--- src/rtl/gate_sweep_ctrl.sv ---
// rtl/gate_sweep_ctrl.sv - exhaustive 2-input gate sweep sequencer with truth-table self-check
module gate_sweep_ctrl #(
    parameter int unsigned SETTLE_CYCLES = 4,
    parameter logic [3:0]  EXPECTED      = 4'b1000
) (
    input  logic       clk,
    input  logic       rst,
    input  logic       start,
    input  logic       abort,
    input  logic       gate_out,
    output logic       gate_a,
    output logic       gate_b,
    output logic       busy,
    output logic       done,
    output logic [3:0] truth_table,
    output logic       pass,
    output logic [3:0] fail_mask
);

    // Counter sized so SETTLE_CYCLES-1 always fits; it never wraps because
    // it is reloaded or the sweep ends whenever it reaches zero.
    localparam int CNT_W = $clog2(SETTLE_CYCLES + 1);
    localparam logic [CNT_W-1:0] CNT_LOAD = CNT_W'(SETTLE_CYCLES - 1);
    localparam logic [CNT_W-1:0] CNT_ONE  = CNT_W'(1);

    typedef enum logic [1:0] {
        ST_IDLE,
        ST_SETTLE,
        ST_DONE
    } state_t;

    state_t           state_q;
    logic [1:0]       idx_q;
    logic [CNT_W-1:0] cnt_q;
    logic [3:0]       shadow_q;
    logic [3:0]       shadow_d;
    logic [1:0]       idx_inc;
    logic             gate_a_q;
    logic             gate_b_q;
    logic             busy_q;
    logic             done_q;
    logic [3:0]       truth_table_q;
    logic             pass_q;
    logic [3:0]       fail_mask_q;

    // Shadow with the current sample merged in, so the completion edge can
    // publish all four bits including the one captured on that same edge.
    always_comb begin
        shadow_d        = shadow_q;
        shadow_d[idx_q] = gate_out;
        idx_inc         = idx_q + 2'd1;
    end

    // Sweep FSM: walks idx 0..3 (a = idx[0], b = idx[1]), samples after the
    // settle window and publishes results on the final sample edge.
    always_ff @(posedge clk) begin
        if (rst) begin
            state_q       <= ST_IDLE;
            idx_q         <= 2'd0;
            cnt_q         <= '0;
            shadow_q      <= 4'd0;
            gate_a_q      <= 1'b0;
            gate_b_q      <= 1'b0;
            busy_q        <= 1'b0;
            done_q        <= 1'b0;
            truth_table_q <= 4'd0;
            pass_q        <= 1'b0;
            fail_mask_q   <= 4'd0;
        end else begin
            case (state_q)
                ST_IDLE: begin
                    gate_a_q <= 1'b0;
                    gate_b_q <= 1'b0;
                    done_q   <= 1'b0;
                    // Abort has no meaning here, so start alone decides.
                    if (start) begin
                        state_q  <= ST_SETTLE;
                        busy_q   <= 1'b1;
                        idx_q    <= 2'd0;
                        cnt_q    <= CNT_LOAD;
                        shadow_q <= 4'd0;
                    end
                end

                ST_SETTLE: begin
                    if (abort) begin
                        // Partial samples stay in the shadow only; published
                        // results keep the previous completed sweep.
                        state_q  <= ST_IDLE;
                        busy_q   <= 1'b0;
                        gate_a_q <= 1'b0;
                        gate_b_q <= 1'b0;
                        idx_q    <= 2'd0;
                        cnt_q    <= '0;
                    end else if (cnt_q != '0) begin
                        cnt_q <= cnt_q - CNT_ONE;
                    end else begin
                        shadow_q <= shadow_d;
                        if (idx_q != 2'd3) begin
                            idx_q    <= idx_inc;
                            gate_a_q <= idx_inc[0];
                            gate_b_q <= idx_inc[1];
                            cnt_q    <= CNT_LOAD;
                        end else begin
                            state_q       <= ST_DONE;
                            done_q        <= 1'b1;
                            busy_q        <= 1'b0;
                            gate_a_q      <= 1'b0;
                            gate_b_q      <= 1'b0;
                            idx_q         <= 2'd0;
                            truth_table_q <= shadow_d;
                            pass_q        <= (shadow_d == EXPECTED);
                            fail_mask_q   <= shadow_d ^ EXPECTED;
                        end
                    end
                end

                ST_DONE: begin
                    // One-cycle completion state; start is not looked at here.
                    state_q <= ST_IDLE;
                    done_q  <= 1'b0;
                end

                default: begin
                    state_q  <= ST_IDLE;
                    busy_q   <= 1'b0;
                    done_q   <= 1'b0;
                    gate_a_q <= 1'b0;
                    gate_b_q <= 1'b0;
                end
            endcase
        end
    end

    assign gate_a      = gate_a_q;
    assign gate_b      = gate_b_q;
    assign busy        = busy_q;
    assign done        = done_q;
    assign truth_table = truth_table_q;
    assign pass        = pass_q;
    assign fail_mask   = fail_mask_q;

endmodule
--- config.mk ---
export PLATFORM = sky130hd
export DESIGN_NAME = gate_sweep_ctrl
export DESIGN_NICKNAME = d
export VERILOG_FILES = /design/src/rtl/gate_sweep_ctrl.sv
export SDC_FILE = /design/constraint.sdc
export NUM_CORES = 1
export LEC_CHECK = 0
export BUFFER_PORTS_ARGS = -buffer_cell sky130_fd_sc_hd__buf_2
export CORE_MARGIN = 10
export CORE_UTILIZATION = 31
export DETAILED_ROUTE_END_ITERATION = 6
export PLACE_DENSITY = 0.48
export SLEW_MARGIN = 20
export SYNTH_ARGS = -nofsm -noshare
export SYNTH_HDL_FRONTEND = slang
export SYNTH_SLANG_ARGS = --single-unit
--- constraint.sdc ---
create_clock -name clk -period 3.2 [get_ports clk]
set_input_delay 0.32 -clock clk [delete_from_list [all_inputs] [get_ports clk]]
set_output_delay 0.32 -clock clk [all_outputs]
set_load 0.1 [all_outputs]
After elaboration in Yosys (flattened, before gate mapping)
Index checks and enable logic that the tools add are counted.

storage, ports and cells
  bits in registers = 24
  input bits = 5
  output and inout bits = 13
  word-level logic and storage cells = 79

cells by class
  $add $sub $neg = 2
  magnitude comparators = 2
  eq/ne operators = 10
  muxes and demuxes = 35
  bitwise logic cells = 6
  reduce and logical (&&, ||, !) cells = 13

operators with widths
  operator                                                     count
  2-to-1 mux 2 bit                                             8
  2-to-1 mux 3 bit                                             4
  2-to-1 mux 4 bit                                             3
  AND reduction 3 bit                                          4
  AND reduction 4 bit                                          3
  2-to-1 mux 1 bit                                             11
  != test 2 bit (second input constant)                        4
  one-hot mux 2 bit (2 select lines)                           2
  one-hot mux 4 bit (2 select lines)                           1
  != test 3 bit (second input constant)                        2
  NOT 1 bit                                                    6
  one-hot mux 3 bit (2 select lines)                           1
  bitwise mux 4 bit                                            1
  equality test 4 bit (second input constant)                  1
  != test 4 bit (second input constant)                        1
  one-hot mux 1 bit (2 select lines)                           2
  less-than comparator 2 x 3 -> 1 bit (second input constant)  1
  one-hot mux 1 bit (3 select lines)                           1
  nonzero test 3 bit                                           1
  subtractor 3 x 1 -> 3 bit (second input constant)            1
  adder 2 x 1 -> 2 bit (second input constant)                 1
  demux 1 bit (select 2 bit)                                   1
  equality test 2 x 1 -> 1 bit (second input constant)         1
  equality test 2 bit (second input constant)                  1
  6 further kinds                                              6

Depth between registers and ports, before layout
Gate-level depths: netlist of the first run.

  word-level depth = 8
  mapped depth = 7
  depth with buffers taken out = 6

Worst setup path before layout of the first run
Ideal clock, no wire load.

  kind = register to output
  from = register truth_table_q[0], in the netlist truth_table[0]
  to = output truth_table[0]
  arrival time = 1.374 ns
  required time = 2.880 ns
  setup slack = 1.506 ns
  cell stages (with the launch flop) = 2
  buffers on the path = 1
  cell sequence = dfxtp_1 -> buf_4

RTL lines
  item                    RTL line  source
  from (decl)             42        logic [3:0] truth_table_q;
  from (signal assigned)  111       truth_table_q <= shadow_d;
  to (decl)               15        output logic [3:0] truth_table,

No word-level cell between the ends.

Worst setup path after layout of the first run
  from = register cnt_q[0]
  to = register gate_b_q, in the netlist gate_b

on the way
  cells in the longest elaborated chain, start to end = 3

ends and longest elaborated chain
  item                           RTL line  source
  from (decl)                    34        logic [CNT_W-1:0] cnt_q;
  from (signal assigned)         96        cnt_q <= cnt_q - CNT_ONE;
  nonzero test 3 bit             95        end else if (cnt_q != '0) begin
  != test 3 bit (no line)        --
  AND reduction 2 bit (no line)  --
  to (signal assigned)           102       gate_b_q <= idx_inc[1];
  to (decl)                      39        logic gate_b_q;

Every way passes these cells.
A chain may end at the register's enable or synchronous reset.

==> Implementation_results.wiki, run 1 <==
{| class="wikitable"
! Metric !! Value
|-
| Max-slew headroom at the worst pin || 0.674
|-
| Largest cells by area after synthesis || sky130_fd_sc_hd__dfxtp_1 39%, sky130_fd_sc_hd__ha_1 8.1%, sky130_fd_sc_hd__a211oi_2 4.6%
|-
| Number of placement rows || 21
|-
| Maximum number of pins on one net before global-route repair || 16
|-
| Synth Net Count || ~130
|-
| Critical path fanouts, max || 5
|-
| Final Non-Filler Cells || about 180
|-
| WL per Instance || 13.2 um
|-
| Overall power consumption || between 0.4 and 0.5 mW
|-
| Cell total after placement || 175
|-
| Core region area || 3360 um2
|-
| Fill cells || about 380
|-
| First-pass iteration count of the detailed router || 4
|-
| Final Hold Fails || 0
|-
| Post-layout nets || roughly 150
|-
| TritonCTS clock tree || done
|-
| Sink Count || 21
|-
| Combinational family with the most area after synthesis || compound AO/OA/AOI/OAI gates
|-
| Post-synth EDFFs || 0
|-
| Sequential group share of total power || 0.571
|-
| Final Max Tran Viols || 0
|-
| Resize count post-CTS || 0
|-
| Crit start category || flip-flop
|-
| Leading cell types in the layout, fill and taps excluded || 21 x sky130_fd_sc_hd__dfxtp_1, 17 x sky130_fd_sc_hd__buf_2, 11 x sky130_fd_sc_hd__nand2_1, 11 x sky130_fd_sc_hd__nor2_1, 10 x sky130_fd_sc_hd__inv_1
|-
| Die height || approximately 79 um
|-
| I/O Buffers || 17
|-
| Main flop type after synthesis || sky130_fd_sc_hd__dfxtp_1
|-
| Routed via count || around 900
|-
| Count of endpoints failing setup in the final report || 0
|-
| Post-detail-place hpwl || between 1500 and 2000 um
|-
| Gate Count Post-Synth || between 100 and 150
|-
| Synth Warn # || 0
|-
| Number of antenna violations at the first check in global routing || 0
|-
| Clock Tree Root || sky130_fd_sc_hd__clkbuf_4
|-
| Net switching power || between 0.1 and 0.15 mW
|-
| Proportion of layout cells with a drive suffix above 1 || 0.226
|-
| Share of synthesized area occupied by flip-flops and latches || 0.389
|-
| Power share of the combinational group || 0.150
|-
| Aggregate global-route resource usage || 0.0797
|-
| Worst vdd ir || between 0.15 and 0.2 mV
|-
| Setup repair bufs after CTS || 0
|-
| Area overhead of the layout relative to synthesis || 12.3%
|-
| Max Clock Freq || 0.617 GHz
|-
| Area share of the largest cell type after synthesis || 0.389
|-
| Worst hold path type || in -> reg
|-
| Worst-case setup margin in the final layout || about 1.6 ns
|-
| Sw frac || 0.297
|-
| DR DRC count || 0
|-
| DRT antenna net count || 0
|-
| Total of flip-flops plus latches after synthesis || 21
|-
| Setup slack after placement || approximately 1.6 ns
|-
| Post-Route Skew || between 0.01 and 0.015 ns
|-
| Maximum buffer depth of the clock tree || 2
|-
| Setup crit end kind || flip-flop
|-
| Mapped Area || approximately 1100 um2
|-
| Clock latency on the worst-skew pair || approximately 0.32 ns
|-
| Initial core utilization || 0.321
|-
| Run status || finished, final reports clean
|-
| Commonest non-fill, non-tap cell in the layout || sky130_fd_sc_hd__dfxtp_1
|-
| Number of top-level pins || 18
|-
| Number of distinct standard cells referenced by the synthesized netlist || 32
|-
| First DRT Iteration DRCs || 38
|-
| Post-Synth Simple-Gate Area || 0.194
|-
| Slew @ Worst Pin || a little under 0.5 ns
|-
| Compound-cell area share of the yosys netlist || 0.228
|-
| Multiplexer area fraction after synthesis || 0.0382
|-
| Die Footprint || ~6200 um2
|-
| Max-cap violations || 0
|-
| Horizontal die dimension || around 80 um
|-
| Detail-routed via count per cell || around 4.9
|-
| Synth area leader || sky130_fd_sc_hd__dfxtp_1
|-
| Final worst-path cycle share || 0.506
|-
| Number of inserted diodes || 0
|-
| Number of buffers created by CTS || 3
|-
| Endpoint arrival time on the critical path || 1.88 ns
|-
| Part of the power in the clock network || 0.279
|-
| Power density cells || slightly below 400 nW/um2
|-
| Adder and majority cell fraction of the synthesized area || 0.0811
|-
| Placer's final routability congestion estimate || between 0.7 and 0.8
|-
| Type of the worst setup path || reg -> reg
|-
| Number of buffers inserted by hold repair at cts || 0
|-
| FFs w/ async S/R, synth || 0
|-
| RSZ-0062 raised after global routing || false
|-
| XOR/XNOR Fraction of Synth Area || 0
|-
| Internal power component || between 0.3 and 0.4 mW
|-
| CTS HTree Levels || 1
|-
| Synthesized area per cell || ~9 um2
|-
| Period minus WS final || about 1.6 ns
|-
| CTS clk-pin slew, worst paths || about 0.13 ns
|-
| Remaining global-route overflow || 0
|-
| Routed wire length || 2360 um
|-
| Via count of the first global-routing pass || around 820
|-
| Accumulated negative setup slack || 0 ns
|-
| Critical path required time || 3.46 ns
|-
| Global-route wire length before repair || ~4000 um
|-
| Leakage power total || around 0.5 nW
|}
[synthesized netlist by cell type, drive strengths merged (2+ instances only)]
master and count:
nor3 3, nor2b 3, a32o 5, nor2 11
mux2i 3, and3 2, a21oi 8, o21ai 4
ha 7, a31oi 3, dfxtp 21, a211oi 7
nand2 11, inv 10, nand2b 2, or2b 2
buf 4
[final cells by class]
type	count	area, um2	area share
clock buffer	3	22.5	0.0186
clock inverter	1	5.00	0.00413
inverter	10	37.5	0.0310
multi-input combinational	81	584	0.482
sequential	21	420	0.347
tap	46	57.6	0.0475
timing repair buffer	17	85.1	0.0702
[critical path, cell delays in order, from the launching register on]
cell and delay, ns:
sky130_fd_sc_hd__dfxtp_1 0.37, sky130_fd_sc_hd__inv_1 0.07, sky130_fd_sc_hd__ha_1 0.23, sky130_fd_sc_hd__nor2b_1 0.19, sky130_fd_sc_hd__or3_1 0.35, sky130_fd_sc_hd__a21oi_1 0.22
sky130_fd_sc_hd__a32o_1 0.15
[kinds of logic after synthesis]
logic type,Yosys count
simple gates,38
buf+inv,15
compound gates,32
fa+ha+maj,7
mux,4
flops,21
[stage by stage]
step	util	area [um2]	hold slack [ns]
after CTS	0.360	1210	0.303
after global placement	0.352	1180	0.451
after floorplan	-	1080	0.398
after global routing	0.360	1210	0.327
after detailed placement	0.352	1180	0.461
final	0.360	1210	0.312
[final timing paths]
check | start | endpoint | slack (ns) | depth (start not counted)
setup / recovery | cnt_q[0] | gate_b | 1.58 | 6
hold / removal | gate_out | shadow_q[2] | 0.31 | 3
setup reg to reg | cnt_q[0] | gate_b | 1.58 | 6
hold reg to reg | gate_a | gate_a | 0.49 | 1
[power by group through the flow]
| stage | sequential [mW] | clock (mW) | combinational (mW) |
|---|---|---|---|
| global placement | 0.279 | 0 | 0.0719 |
| global route | 0.275 | 0.153 | 0.0800 |
| CTS | 0.274 | 0.143 | 0.0725 |
| finish | 0.274 | 0.134 | 0.0718 |
| floorplan | 0.290 | 0 | 0.0432 |
| detailed placement | 0.280 | 0 | 0.0722 |
[state kept, by name, indices dropped and copies added, names as in the netlist]
name	cells
gate_a	1
fail_mask	1
pass	1
truth_table	4
cnt_q	3
done	1
busy	1
idx_q	2
gate_b	1
state_q	2
shadow_q	4
[layer usage]
layer	vias to the layer above	wire length, um	track usage
met5	-	0	0
met4	0	41	0.0484
met3	4	135	0.0214
met2	23	1070	0.118
met1	397	1110	0.100
li1	451	-	-
Note: power is estimated with default switching activity, not from simulation.
==> run 2, diff against run 1 <==
--- a/config.mk
+++ b/config.mk
@@ -9,7 +9,7 @@
 export CORE_MARGIN = 10
 export CORE_UTILIZATION = 31
 export DETAILED_ROUTE_END_ITERATION = 6
-export PLACE_DENSITY = 0.48
+export PLACE_DENSITY = 0.5
 export SLEW_MARGIN = 20
 export SYNTH_ARGS = -nofsm -noshare
 export SYNTH_HDL_FRONTEND = slang
==> constraint.sdc (replaced) <==
create_clock -name clk -period 1.3 [get_ports clk]
set_input_delay 0.13 -clock clk [delete_from_list [all_inputs] [get_ports clk]]
set_output_delay 0.13 -clock clk [all_outputs]
set_load 0.1 [all_outputs]
==> run 2 against run 1 <==
The run now ends with setup timing left. Critical path depth did not move. Maximum frequency up 18%. Cell count up 20%. Setup slack worse by 1.7 ns. Critical endpoint is now gate_a.
==> Implementation_results.wiki, run 2 (synthesized netlist as in run 1, its figures left out) <==
{| class="wikitable"
! Metric !! Value
|-
| Period minus WS final || about 1.4 ns
|-
| Critical path required time || around 1.6 ns
|-
| Run status || finished, violations left
|-
| Util after Layout || 0.474
|-
| Clock Tree Root || sky130_fd_sc_hd__clkbuf_4
|-
| Count of endpoints failing setup in the final report || 12
|-
| Remaining global-route overflow || 0
|-
| Initial core utilization || 0.321
|-
| Crit start category || flip-flop
|-
| Overall power consumption || approximately 1.3 mW
|-
| Global-route wire length before repair || 4520 um
|-
| Sequential group share of total power || 0.511
|-
| Max-cap violations || 0
|-
| Critical path fanouts, max || 5
|-
| CTS clk-pin slew, worst paths || around 0.13 ns
|-
| Routed wire length || approximately 2700 um
|-
| Worst reg2reg path depth || 6
|-
| Number of antenna violations at the first check in global routing || 0
|-
| R2R Path Start || cnt_q[1]
|-
| Critical R2R Capture || gate_a
|-
| Endpoint of the most critical setup path || gate_a
|-
| Number of buffers created by CTS || 3
|-
| Part of the power in the clock network || 0.253
|-
| Die Footprint || approximately 6200 um2
|-
| Setup crit end kind || flip-flop
|-
| Power density cells || 828 nW/um2
|-
| Routed via count || slightly above 1000
|-
| Proportion of layout cells with a drive suffix above 1 || 0.562
|-
| Aggregate global-route resource usage || 0.0878
|-
| DRT antenna net count || 0
|-
| Clock latency on the worst-skew pair || roughly 0.32 ns
|-
| Gate family responsible for the most delay along the worst path || simple AND/OR/NAND/NOR gates
|-
| DR DRC count || 0
|-
| Worst hold path type || in -> reg
|-
| Post-Route Skew || approximately 0.0080 ns
|-
| Cell Chain, Critical Path || inv_2 > ha_4 > nor2b_4 > or3_1 > a21oi_2 > a32o_1
|-
| Crit path depth || 6
|-
| Endpoint arrival time on the critical path || about 1.7 ns
|-
| Number of inserted diodes || 0
|-
| Final Hold Fails || 0
|-
| CTS HTree Levels || 1
|-
| Post-detail-place hpwl || between 2000 and 2500 um
|-
| Detail-routed via count per cell || approximately 4.7
|-
| Library cell contributing the largest single delay on the critical path || sky130_fd_sc_hd__dfxtp_2
|-
| Final Max Tran Viols || 0
|-
| Final worst-path cycle share || 1.06
|-
| Sink Count || 21
|-
| Die height || roughly 79 um
|-
| Max-slew headroom at the worst pin || 0.676
|-
| Maximum buffer depth of the clock tree || 2
|-
| Violated checks || setup timing
|-
| Post-layout nets || ~180
|-
| Reg2Reg Setup Slack || -0.07 ns
|-
| Internal power component || 0.925 mW
|-
| RSZ-0062 raised after global routing || true
|-
| TritonCTS clock tree || done
|-
| Maximum number of pins on one net before global-route repair || 13
|-
| Placer's final routability congestion estimate || 0.762
|-
| Sw frac || 0.299
|-
| Max incr delay on CP || between 0.3 and 0.4 ns
|-
| Buffering stage count on the worst path with inverters included || 1
|-
| Type of the worst setup path || reg -> reg
|-
| Leading cell types in the layout, fill and taps excluded || 35 x sky130_fd_sc_hd__buf_4, 17 x sky130_fd_sc_hd__buf_2, 12 x sky130_fd_sc_hd__dfxtp_1
|-
| Leakage power total || approximately 0.7 nW
|-
| Number of buffers inserted by hold repair at cts || 0
|-
| Number of top-level pins || 18
|-
| WL per Instance || around 12 um
|-
| Via count of the first global-routing pass || around 1000
|-
| Area overhead of the layout relative to synthesis || 47.6%
|-
| Net switching power || 0.395 mW
|-
| Number of placement rows || 21
|-
| First-pass iteration count of the detailed router || 4
|-
| Launch point of the worst path || cnt_q[1]
|-
| Commonest non-fill, non-tap cell in the layout || sky130_fd_sc_hd__buf_4
|-
| Slew @ Worst Pin || a little under 0.5 ns
|-
| Horizontal die dimension || 79.0 um
|-
| Max Clock Freq || around 0.73 GHz
|-
| Worst vdd ir || around 0.55 mV
|-
| First DRT Iteration DRCs || between 40 and 50
|-
| Worst-case setup margin in the final layout || -0.0732 ns
|-
| Core region area || between 3000 and 4000 um2
|-
| Power share of the combinational group || 0.236
|-
| I/O Buffers || 17
|}
## run 2: cell types whose count changed in the layout (fill, tap and decap cells not counted), sizes merged
| cell | change |
|---|---|
| buf | +36 |
## run 2: area by class of cell
type | count | area [um2]
Inverter | 10 | 37.5
Tap cell | 46 | 57.6
Fill cell | 352 | 1770
Clock buffer | 3 | 22.5
Multi-Input combinational cell | 81 | 681
Sequential cell | 21 | 432
Clock inverter | 1 | 5.00
Timing Repair Buffer | 53 | 359
## run 2: worst register-to-register path: stages, from the launching register on
cell	delay (ns)
sky130_fd_sc_hd__dfxtp_2	0.35
sky130_fd_sc_hd__inv_2	0.05
sky130_fd_sc_hd__ha_4	0.17
sky130_fd_sc_hd__nor2b_4	0.14
sky130_fd_sc_hd__or3_1	0.32
sky130_fd_sc_hd__a21oi_2	0.16
sky130_fd_sc_hd__a32o_1	0.14
## run 2: what timing repair did
item	4_1_cts	5_1_grt
endpoints found under the setup margin	19	20
pin swaps	1	11
buffers inserted	4	5
gates resized for setup	8	18
## run 2: worst min path at each step
stage,end,depth (start not counted),start
finish,truth_table[1],2,rst
global route,truth_table[1],2,rst
CTS,truth_table[1],2,rst
detailed placement,truth_table[1],2,rst
global placement,truth_table[1],2,rst
floorplan,cnt_q[2],1,rst
## run 2: stage by stage
step                      cell area, um2  hold WS [ns]  std cells  worst slack (ns)  setup TNS (ns)
after detailed placement            1420         0.453        203            -0.142           -1.35
final                               1590         0.102        215           -0.0732          -0.493
after floorplan                     1100         0.208        117           -0.0634          -0.332
after global placement              1420         0.445        203           -0.0810          -0.807
after CTS                           1500        0.0915        211           -0.0535          -0.509
after global routing                1590        0.0983        215            -0.168           -1.72
## run 2: layer usage
metal  vias up  track usage  share of wire
met4         0       0.0323          0.011
met3         4       0.0282          0.051
met2        16        0.143           0.49
li1        522            -              -
met1       465        0.106           0.44
met5         -            0              0
## run 2: power by group through the flow
stage          Combinational (mW)  Sequential, mW  Clock [mW]
6_report                    0.311           0.674       0.334
5_1_grt                     0.342           0.678       0.385
4_1_cts                     0.263           0.675       0.350
3_5_place_dp                0.246           0.687           0
3_3_place_gp                0.243           0.686           0
2_1_floorplan               0.114           0.714           0
